[config.mk]
export PLATFORM = sky130hd
export DESIGN_NAME = rsa_avalon_wrapper
export DESIGN_NICKNAME = d
export VERILOG_FILES = /design/src/rtl/rsa_pkg.sv /design/src/rtl/rsa_avalon_wrapper.sv
export SDC_FILE = /design/constraint.sdc
export NUM_CORES = 1
export LEC_CHECK = 0
export ABC_CLOCK_PERIOD_IN_PS = 3600
export BUFFER_PORTS_ARGS = -buffer_cell sky130_fd_sc_hd__buf_4
export CAP_MARGIN = 20
export CORE_AREA = 5 5 425 427
export DETAILED_ROUTE_END_ITERATION = 7
export DIE_AREA = 0 0 430 432
export GPL_TIMING_DRIVEN = 0
export PLACE_DENSITY = 0.51
export SYNTH_ARGS = -nofsm -noshare
export SYNTH_HDL_FRONTEND = slang
export SYNTH_SLANG_ARGS = --single-unit
[constraint.sdc]
create_clock -name i_clk -period 3.6 [get_ports i_clk]
set_clock_uncertainty 0.2 [all_clocks]
set_input_delay 0.36 -clock i_clk [delete_from_list [all_inputs] [get_ports i_clk]]
set_output_delay 0.36 -clock i_clk [all_outputs]
set_load 0.01 [all_outputs]
[src/rtl/rsa_pkg.sv]
// rtl/rsa_pkg.sv - shared FSM/phase types and UART register map for the RSA Avalon wrapper
package rsa_pkg;

   typedef enum logic [2:0] {
      S_QUERY_RX,
      S_READ,
      S_CALC,
      S_QUERY_TX,
      S_WRITE
   } state_t;

   typedef enum logic [1:0] {
      PH_N,
      PH_D,
      PH_DATA
   } phase_t;

   typedef logic [255:0] word_t;

   localparam logic [4:0] RX_BASE     = 5'd0;
   localparam logic [4:0] TX_BASE     = 5'd4;
   localparam logic [4:0] STATUS_BASE = 5'd8;
   localparam int         RX_OK_BIT   = 7;
   localparam int         TX_OK_BIT   = 6;

   // Counter values of the last byte of a 256-bit load and of a 248-bit reply.
   localparam logic [5:0] RX_LAST_BYTE = 6'd31;
   localparam logic [5:0] TX_LAST_BYTE = 6'd30;

endpackage

[src/rtl/rsa_avalon_wrapper.sv]
// rtl/rsa_avalon_wrapper.sv - polls the UART over Avalon-MM, loads N/D/cipher into the RSA core
// and returns each 248-bit plaintext one byte at a time
module rsa_avalon_wrapper
   import rsa_pkg::*;
(
   input  logic         i_clk,
   input  logic         i_rst,
   output logic [4:0]   avm_address,
   output logic         avm_read,
   input  logic [31:0]  avm_readdata,
   output logic         avm_write,
   output logic [31:0]  avm_writedata,
   input  logic         avm_waitrequest,
   output logic         o_core_start,
   output logic [255:0] o_core_a,
   output logic [255:0] o_core_d,
   output logic [255:0] o_core_n,
   input  logic [255:0] i_core_a_pow_d,
   input  logic         i_core_finished
);

   state_t       state, state_nx;
   phase_t       phase, phase_nx;
   logic [5:0]   cnt, cnt_nx;
   logic [4:0]   addr_nx;
   logic         rd_nx;
   logic         wr_nx;
   logic [31:0]  wdata_nx;
   logic         start_nx;
   logic [247:0] plain;
   logic         rx_take;
   logic         tx_take;
   logic         plain_load;
   logic         xfer_done;
   logic         unused_bits;

   assign xfer_done   = (avm_read | avm_write) & ~avm_waitrequest;
   assign unused_bits = ^{avm_readdata[31:8], i_core_a_pow_d[255:248]};

   always_ff @(posedge i_clk or negedge i_rst) begin
      if (!i_rst) begin
         state         <= S_QUERY_RX;
         phase         <= PH_N;
         cnt           <= '0;
         avm_address   <= STATUS_BASE;
         avm_read      <= 1'b1;
         avm_write     <= 1'b0;
         avm_writedata <= '0;
         o_core_start  <= 1'b0;
      end else begin
         state         <= state_nx;
         phase         <= phase_nx;
         cnt           <= cnt_nx;
         avm_address   <= addr_nx;
         avm_read      <= rd_nx;
         avm_write     <= wr_nx;
         avm_writedata <= wdata_nx;
         o_core_start  <= start_nx;
      end
   end

   // Operand registers fill MSB byte first; the plaintext drains from its top byte.
   always_ff @(posedge i_clk or negedge i_rst) begin
      if (!i_rst) begin
         o_core_n <= '0;
         o_core_d <= '0;
         o_core_a <= '0;
         plain    <= '0;
      end else begin
         if (rx_take) begin
            case (phase)
               PH_N:    o_core_n <= {o_core_n[247:0], avm_readdata[7:0]};
               PH_D:    o_core_d <= {o_core_d[247:0], avm_readdata[7:0]};
               default: o_core_a <= {o_core_a[247:0], avm_readdata[7:0]};
            endcase
         end
         if (plain_load) begin
            plain <= i_core_a_pow_d[247:0];
         end else if (tx_take) begin
            plain <= {plain[239:0], 8'h00};
         end
      end
   end

   always_comb begin
      state_nx   = state;
      phase_nx   = phase;
      cnt_nx     = cnt;
      addr_nx    = avm_address;
      rd_nx      = avm_read;
      wr_nx      = avm_write;
      wdata_nx   = avm_writedata;
      start_nx   = 1'b0;
      rx_take    = 1'b0;
      tx_take    = 1'b0;
      plain_load = 1'b0;
      case (state)
         S_QUERY_RX: begin
            if (xfer_done && avm_readdata[RX_OK_BIT]) begin
               state_nx = S_READ;
               addr_nx  = RX_BASE;
            end
         end
         S_READ: begin
            if (xfer_done) begin
               rx_take  = 1'b1;
               cnt_nx   = cnt + 6'd1;
               state_nx = S_QUERY_RX;
               addr_nx  = STATUS_BASE;
               if (cnt == RX_LAST_BYTE) begin
                  cnt_nx = '0;
                  if (phase == PH_DATA) begin
                     state_nx = S_CALC;
                     rd_nx    = 1'b0;
                     start_nx = 1'b1;
                  end else begin
                     phase_nx = (phase == PH_N) ? PH_D : PH_DATA;
                  end
               end
            end
         end
         S_CALC: begin
            if (i_core_finished) begin
               plain_load = 1'b1;
               state_nx   = S_QUERY_TX;
               rd_nx      = 1'b1;
               addr_nx    = STATUS_BASE;
            end
         end
         S_QUERY_TX: begin
            if (xfer_done && avm_readdata[TX_OK_BIT]) begin
               state_nx = S_WRITE;
               rd_nx    = 1'b0;
               wr_nx    = 1'b1;
               addr_nx  = TX_BASE;
               wdata_nx = {24'h000000, plain[247:240]};
            end
         end
         S_WRITE: begin
            if (xfer_done) begin
               tx_take  = 1'b1;
               cnt_nx   = cnt + 6'd1;
               wr_nx    = 1'b0;
               rd_nx    = 1'b1;
               addr_nx  = STATUS_BASE;
               state_nx = S_QUERY_TX;
               if (cnt == TX_LAST_BYTE) begin
                  cnt_nx   = '0;
                  state_nx = S_QUERY_RX;
               end
            end
         end
         default: begin
            state_nx = S_QUERY_RX;
            rd_nx    = 1'b1;
            wr_nx    = 1'b0;
            addr_nx  = STATUS_BASE;
         end
      endcase
   end

endmodule

==> run summary, run 1 <==
Achievable Freq -> 306 MHz
largest net degree at the start of global routing -> 179
DR pass1 iterations -> 5
die area -> 186,000 µm²
Layout area overhead -> 42.9%
Max transition margin -> 32.2%
placed cells -> 6,263
row cnt -> 154
sequential cell area -> 26,000 µm²
Crit. End Element -> flop
Max Slew Vio Count -> 0
Seq cells post-synth -> 1,040
PortBufs -> 1,040
vias in the first global route -> 29,900
Sw Pwr -> 5610 µW
Critical Path Source Type -> flop
DR WL/cell -> 22.6 µm
Synth cell types -> 46
Clock Path Buffers -> 3
CTS Buf Count -> 114
Fillers -> 17,600
Gate power share -> 3.8%
Peak VDD IR -> 362 µV
Primary FF master, synth -> dfrtp_1
final instance area -> 58,600 µm²
Final period util -> 90.8%
CTS Sinks -> 1,040
Initial DRC Count -> 1,247
Final Critical Period -> 3270 ps
Post-CTS Setup Inserts -> 0
Clk pwr share -> 48.2%
P_int -> 19,300 µW
worst slack, placed -> 131 ps
Hold Fails Final Rpt -> 0
antenna violations before repair -> 22
overall die width -> 430 µm
# IOs -> 1,100
Via density -> 4.23
Vert. Die Dim -> 432 µm
WP data required -> 4030 ps
Post-DP HPWL -> 120 mm
multi-input combinational cell area -> 14,000 µm²
final worst setup slack -> 333 ps
PD cells -> 424 nW/µm²
CTS tree -> built
sequential share of the synthesized area -> 63.4%
drt drc -> 0
Total Power -> 24,900 µW
CP Data Arrival Time -> 3690 ps
Final Non-Filler Cells -> 6,753
mean post-synth cell area -> 14.4 µm²
dpl cell area -> 52,100 µm²
drt total wl -> 153 mm
RSZ-0062 raised after global routing -> no
Setup Total Neg Slack -> 0 ps
Hold WC Path Type -> input pin to flop
# setup viols final -> 0
share of flip-flops with an asynchronous set or reset -> 100%
synthesized cell area -> 41,000 µm²
Yosys Warn Count -> 0
share of layout cells above drive strength 1 -> 44.4%
routability cong. -> 0.837
Worst-Margin Slew -> 1020 ps
clock slew at reported path FFs -> 60 ps
number of synthesized flops with an enable pin -> 0
Worst-Skew Late Latency -> 760 ps
P_leak -> 0.0314 µW
fin nets -> 4,597
Starting Density -> 23.4%
crit-path max FO -> 10
GRT Util Overall -> 15.8%
Crit Path Class -> flop to flop
clk root buf -> clkbuf_16
MaxCap Viol Count -> 0
htree depth -> 3
Cells after Synth -> 2,851
routed vias -> 28,500
ANT nets after route -> 0
switch share -> 22.5%
first-pass GRT wire length -> 217 mm
Reg power frac -> 48.0%
core area -> 176,000 µm²
GRT overflow -> 0
status -> finished, final reports clean
layout by cell type (no fill, tap or decap), drive strengths merged, types with 8 or more instances in the layout:
| cell type | instances |
|---|---|
| inv | 9 |
| mux2i | 240 |
| nand3 | 9 |
| nand2 | 269 |
| buf | 1210 |
| dfrtp | 1038 |
| clkinv | 20 |
| diode | 22 |
| conb | 27 |
| mux2 | 777 |
| dlygate4sd3 | 261 |
| nor2 | 8 |
| o21ai | 258 |
| clkbuf | 207 |
registers in the layout (all words and copies together) (netlist names), 3 cells and up:
signal and flops:
avm_writedata 8, cnt 6, o_core_a 256, o_core_d 256, o_core_n 256, plain 248, state 3
layer usage:
metal | share of wire (%) | wire [µm] | GRT usage [%] | vias to the layer above
met5 | 0.030 | 46 | 0 | -
met3 | 6.1 | 9270 | 4.40 | 260
li1 | - | - | - | 12900
met2 | 52 | 79400 | 28.4 | 840
met1 | 38 | 57900 | 17.7 | 14500
met4 | 4.2 | 6370 | 6.26 | 6
path summary, 6_finish.rpt:
check,slack [ps],from,end,cells after the start
setup / recovery,330,avm_write,o_core_d[112],6
hold / removal,140,i_core_a_pow_d[241],plain[241],4
setup reg to reg,330,avm_write,o_core_d[112],6
hold reg to reg,280,avm_address[3],avm_address[3],2
max in group asynchronous,350,i_rst,o_core_a[241],6
min in group asynchronous,510,i_rst,o_core_d[23],3
critical path: stages, from the launching register on:
cell      delay, ps
dfrtp_1         430
o21bai_2        410
nor3_4          100
nand3b_1        540
clkbuf_1        470
buf_2           560
mux2_2          400
synth_stat cells (all sizes together) (3+ instances only):
library cell  instances  area [µm²]
nor3b                 3        43.8
mux2                777        8750
nor2                  8        30.0
a21oi                 5        25.0
nand3                 9        45.0
dfrtp              1038       26000
o21ai               258        1290
buf                 163         946
clkbuf               36         135
nor3                  4        31.3
inv                   3        11.3
nand2               269        1010
mux2i               240        2400
nand2b                7        43.8
cell families (layout without fill, tap and decap cells):
kind of cell               after synthesis  in the layout  synth area share (%)
buffers and inverters                  202           1716                  2.66
AOI/OAI and AO/OA                      281            281                  3.58
DFF                                   1040           1040                  63.4
adders and majority gates                2              2                0.0610
other                                    1             49               0.00914
muxes                                 1017           1017                  27.2
and+or+nand+nor                        308            308                  3.08
stage by stage:
step,hold WS (ps),util (%)
3_5_place_dp,147,29.6
5_1_grt,81.3,33.4
2_1_floorplan,-136,-
4_1_cts,36.8,33.3
3_3_place_gp,267,29.5
6_report,138,33.4
power groups by stage:
stage               combinational, µW  sequential [µW]  clock (µW)
global placement                  676            12200           0
detailed placement                711            12200           0
floorplan                         163            12100           0
global route                     1070            11900       12800
CTS                               966            11900       12400
finish                            954            11900       12000
final cells by class:
class                           instances  share of cell area [%]
Antenna cell                           22                  0.0939
Buffer                                199                    1.84
Clock buffer                          169                    5.70
Clock inverter                         35                   0.843
Inverter                                3                  0.0192
Multi-Input combinational cell       1635                    23.9
Sequential cell                      1040                    44.4
Tap cell                             2340                    4.99
Timing Repair Buffer                 1310                    18.2
timing repair:
action / in CTS / in global routing
gates resized for setup: 0 / 0
endpoints found under the hold margin: 600 / 0
setup endpoints to repair: 0 / 317
hold buffers: 262 / 0
(Power assumes the default switching activity.)
==> run 2: changes to the inputs <==
- CELL_PAD_IN_SITES_DETAIL_PLACEMENT: unset -> 0
- CELL_PAD_IN_SITES_GLOBAL_PLACEMENT: unset -> 1
- PLACE_DENSITY: 0.51 -> 0.58
==> run 2 against run 1 <==
Cell count is 0.31% higher. Worst hold slack got worse by 68 ps. Design area is 0.32% higher. Largest cell class unchanged. Register-to-register slack better by 360 ps. Highest routed layer unchanged.
==> run summary, run 2 (synthesis gave the netlist of run 1 again) <==
status -> finished, final reports clean
ANT nets after route -> 0 (unchanged)
Hold Fails Final Rpt -> 0 (unchanged)
Starting Density -> 23.4% (unchanged)
Via density -> 4.21 (-0.37%)
slowest CP cell -> dlygate4sd3_1
Max transition margin -> 35.7% (+3.6 points)
vias in the first global route -> 30,400 (+1.5%)
Crit. End Element -> asynchronous set/reset pin
CTS tree -> built
Max Slew Vio Count -> 0 (unchanged)
htree depth -> 3 (unchanged)
crit-path max FO -> 149 (+139)
dpl cell area -> 52,100 µm² (about the same)
Achievable Freq -> 321 MHz (+4.8%)
PortBufs -> 1,040 (unchanged)
DR WL/cell -> 22.8 µm (+0.50%)
Setup Total Neg Slack -> 0 ps (unchanged)
Crit Path Class -> input pin to asynchronous set/reset pin
Clock Path Buffers -> 3 (unchanged)
routed vias -> 28,500 (-0.056%)
worst slack, placed -> 0.957 ps (-130 ps)
CP Depth -> 6 (unchanged)
commonest non-fill, non-tap cell in the layout -> buf_4
worst path bufs/invs -> 6 (+4)
GRT Util Overall -> 16.0% (+0.23 points)
Crit. Startpoint -> i_rst
P_leak -> 0.0316 µW (+0.33%)
crit path to -> o_core_n[78]
CP Data Arrival Time -> 3710 ps (+20 ps)
RSZ-0062 raised after global routing -> no
RR Startpoint -> avm_write
clk root buf -> clkbuf_16
final instance area -> 58,800 µm² (+0.32%)
row cnt -> 154 (unchanged)
crit-path leading delay family -> buffers and inverters
slowest stage delay, CP -> 620 ps (+60 ps)
fin nets -> 4,600 (+0.065%)
Top Registers -> o_core_a x256, o_core_d x256, o_core_n x256
Initial DRC Count -> 1,347 (+8.0%)
largest net degree at the start of global routing -> 164 (-8.4%)
commonest non-fill, non-tap cells in the layout -> buf_4, dfrtp_1, mux2_2
core area -> 176,000 µm² (unchanged)
clock slew at reported path FFs -> 60 ps (about the same)
GRT overflow -> 0 (unchanged)
Post-DP HPWL -> 121 mm (+1.1%)
Reg-to-Reg End -> o_core_a[250]
Final Critical Period -> 3120 ps (-148 ps)
placed cells -> 6,264 (+0.016%)
Vert. Die Dim -> 432 µm (unchanged)
CTS Buf Count -> 119 (+4.4%)
Worst-Skew Late Latency -> 750 ps (about the same)
WP data required -> 4190 ps (+160 ps)
crit path cell chain -> dlygate4sd3_1, buf_16, buf_16, buf_16, buf_16, buf_16
MaxCap Viol Count -> 0 (unchanged)
drt drc -> 0 (unchanged)
Critical Path Source Type -> input pin
Layout area overhead -> 43.3%
routability cong. -> 0.810 (-3.2%)
final worst setup slack -> 481 ps (+148 ps)
drt total wl -> 154 mm (+0.81%)
reg2reg path depth -> 6 (unchanged)
PD cells -> 431 nW/µm² (+1.6%)
Worst-Margin Slew -> 964 ps (-53.3 ps)
share of layout cells above drive strength 1 -> 44.6% (+0.17 points)
CP most frequent cell -> buf_16
worst reg-to-reg setup slack -> 690 ps (+360 ps)
die area -> 186,000 µm² (unchanged)
DR pass1 iterations -> 7 (+2)
CTS Sinks -> 1,040 (unchanged)
# setup viols final -> 0 (unchanged)
overall die width -> 430 µm (unchanged)
first-pass GRT wire length -> 222 mm (+2.0%)
Final Non-Filler Cells -> 6,774 (+0.31%)
# IOs -> 1,100 (unchanged)
Hold WC Path Type -> input pin to asynchronous set/reset pin
Final period util -> 86.6% (-4.1 points)
antenna violations before repair -> 18 (-18%)
Peak VDD IR -> 357 µV (-1.5%)
run 2: cell count changes in the layout (fill, tap and decap cells not counted), sizes merged:
cell,change
buf,+1
bufinv,-1
clkbuf,+12
clkinv,+5
clkinvlp,-1
diode,+2
dlygate4sd3,-1
inv,+4
run 2: worst register-to-register path, cell delays in order (launching register included):
cell	delay, ps
dfrtp_1	420
o21bai_2	440
nor3_4	110
nand2_1	440
clkbuf_1	410
buf_2	410
mux2_2	390
run 2: metal layers:
metal	vias to the layer above	routed length (µm)	global-route usage (%)
met5	-	13	0
met1	14700	62000	19.2
met4	2	3680	4.18
met2	702	80900	29.1
li1	12900	-	-
met3	177	7520	3.49
run 2: how the worst min path moves through the flow:
stage                                 to     startpoint
final                      o_core_d[132]          i_rst
after global routing       o_core_d[124]          i_rst
after CTS                  o_core_d[132]          i_rst
after detailed placement   o_core_d[124]          i_rst
after global placement     o_core_n[254]  o_core_n[254]
after floorplan           avm_address[2]          i_rst
run 2: report_power, final:
part / leakage (µW) / switching, µW / internal, µW
Sequential: 0.0142 / 94.0 / 11800
Combinational: 0.0153 / 452 / 490
Clock: 0.00200 / 5220 / 7260
run 2: final cells by class:
type	count	area, µm²
antenna	24	60.1
buffer	199	1080
clock buffer	183	3560
clock inverter	42	489
fill	17700	117000
inverter	3	11.3
multi-input combinational	1635	14000
sequential	1040	26000
tap	2340	2930
timing repair buffer	1308	10700
run 2: through the flow:
| step | hold slack (ps) | power [µW] | utilization, % |
|---|---|---|---|
| floorplan | -136 | 12300 | - |
| finish | 70.4 | 25300 | 33.5 |
| global placement | 272 | 12800 | 29.5 |
| global route | 71.7 | 26300 | 33.5 |
| CTS | 9.62 | 25800 | 33.4 |
| detailed placement | 58.2 | 12900 | 29.6 |
run 2: what timing repair did:
item / in CTS / in global routing
buffers inserted: 0 / 0
setup endpoints to repair: 0 / 0
resized for setup: 0 / 0
hold buffers: 261 / 0
endpoints found under the hold margin: 605 / 0
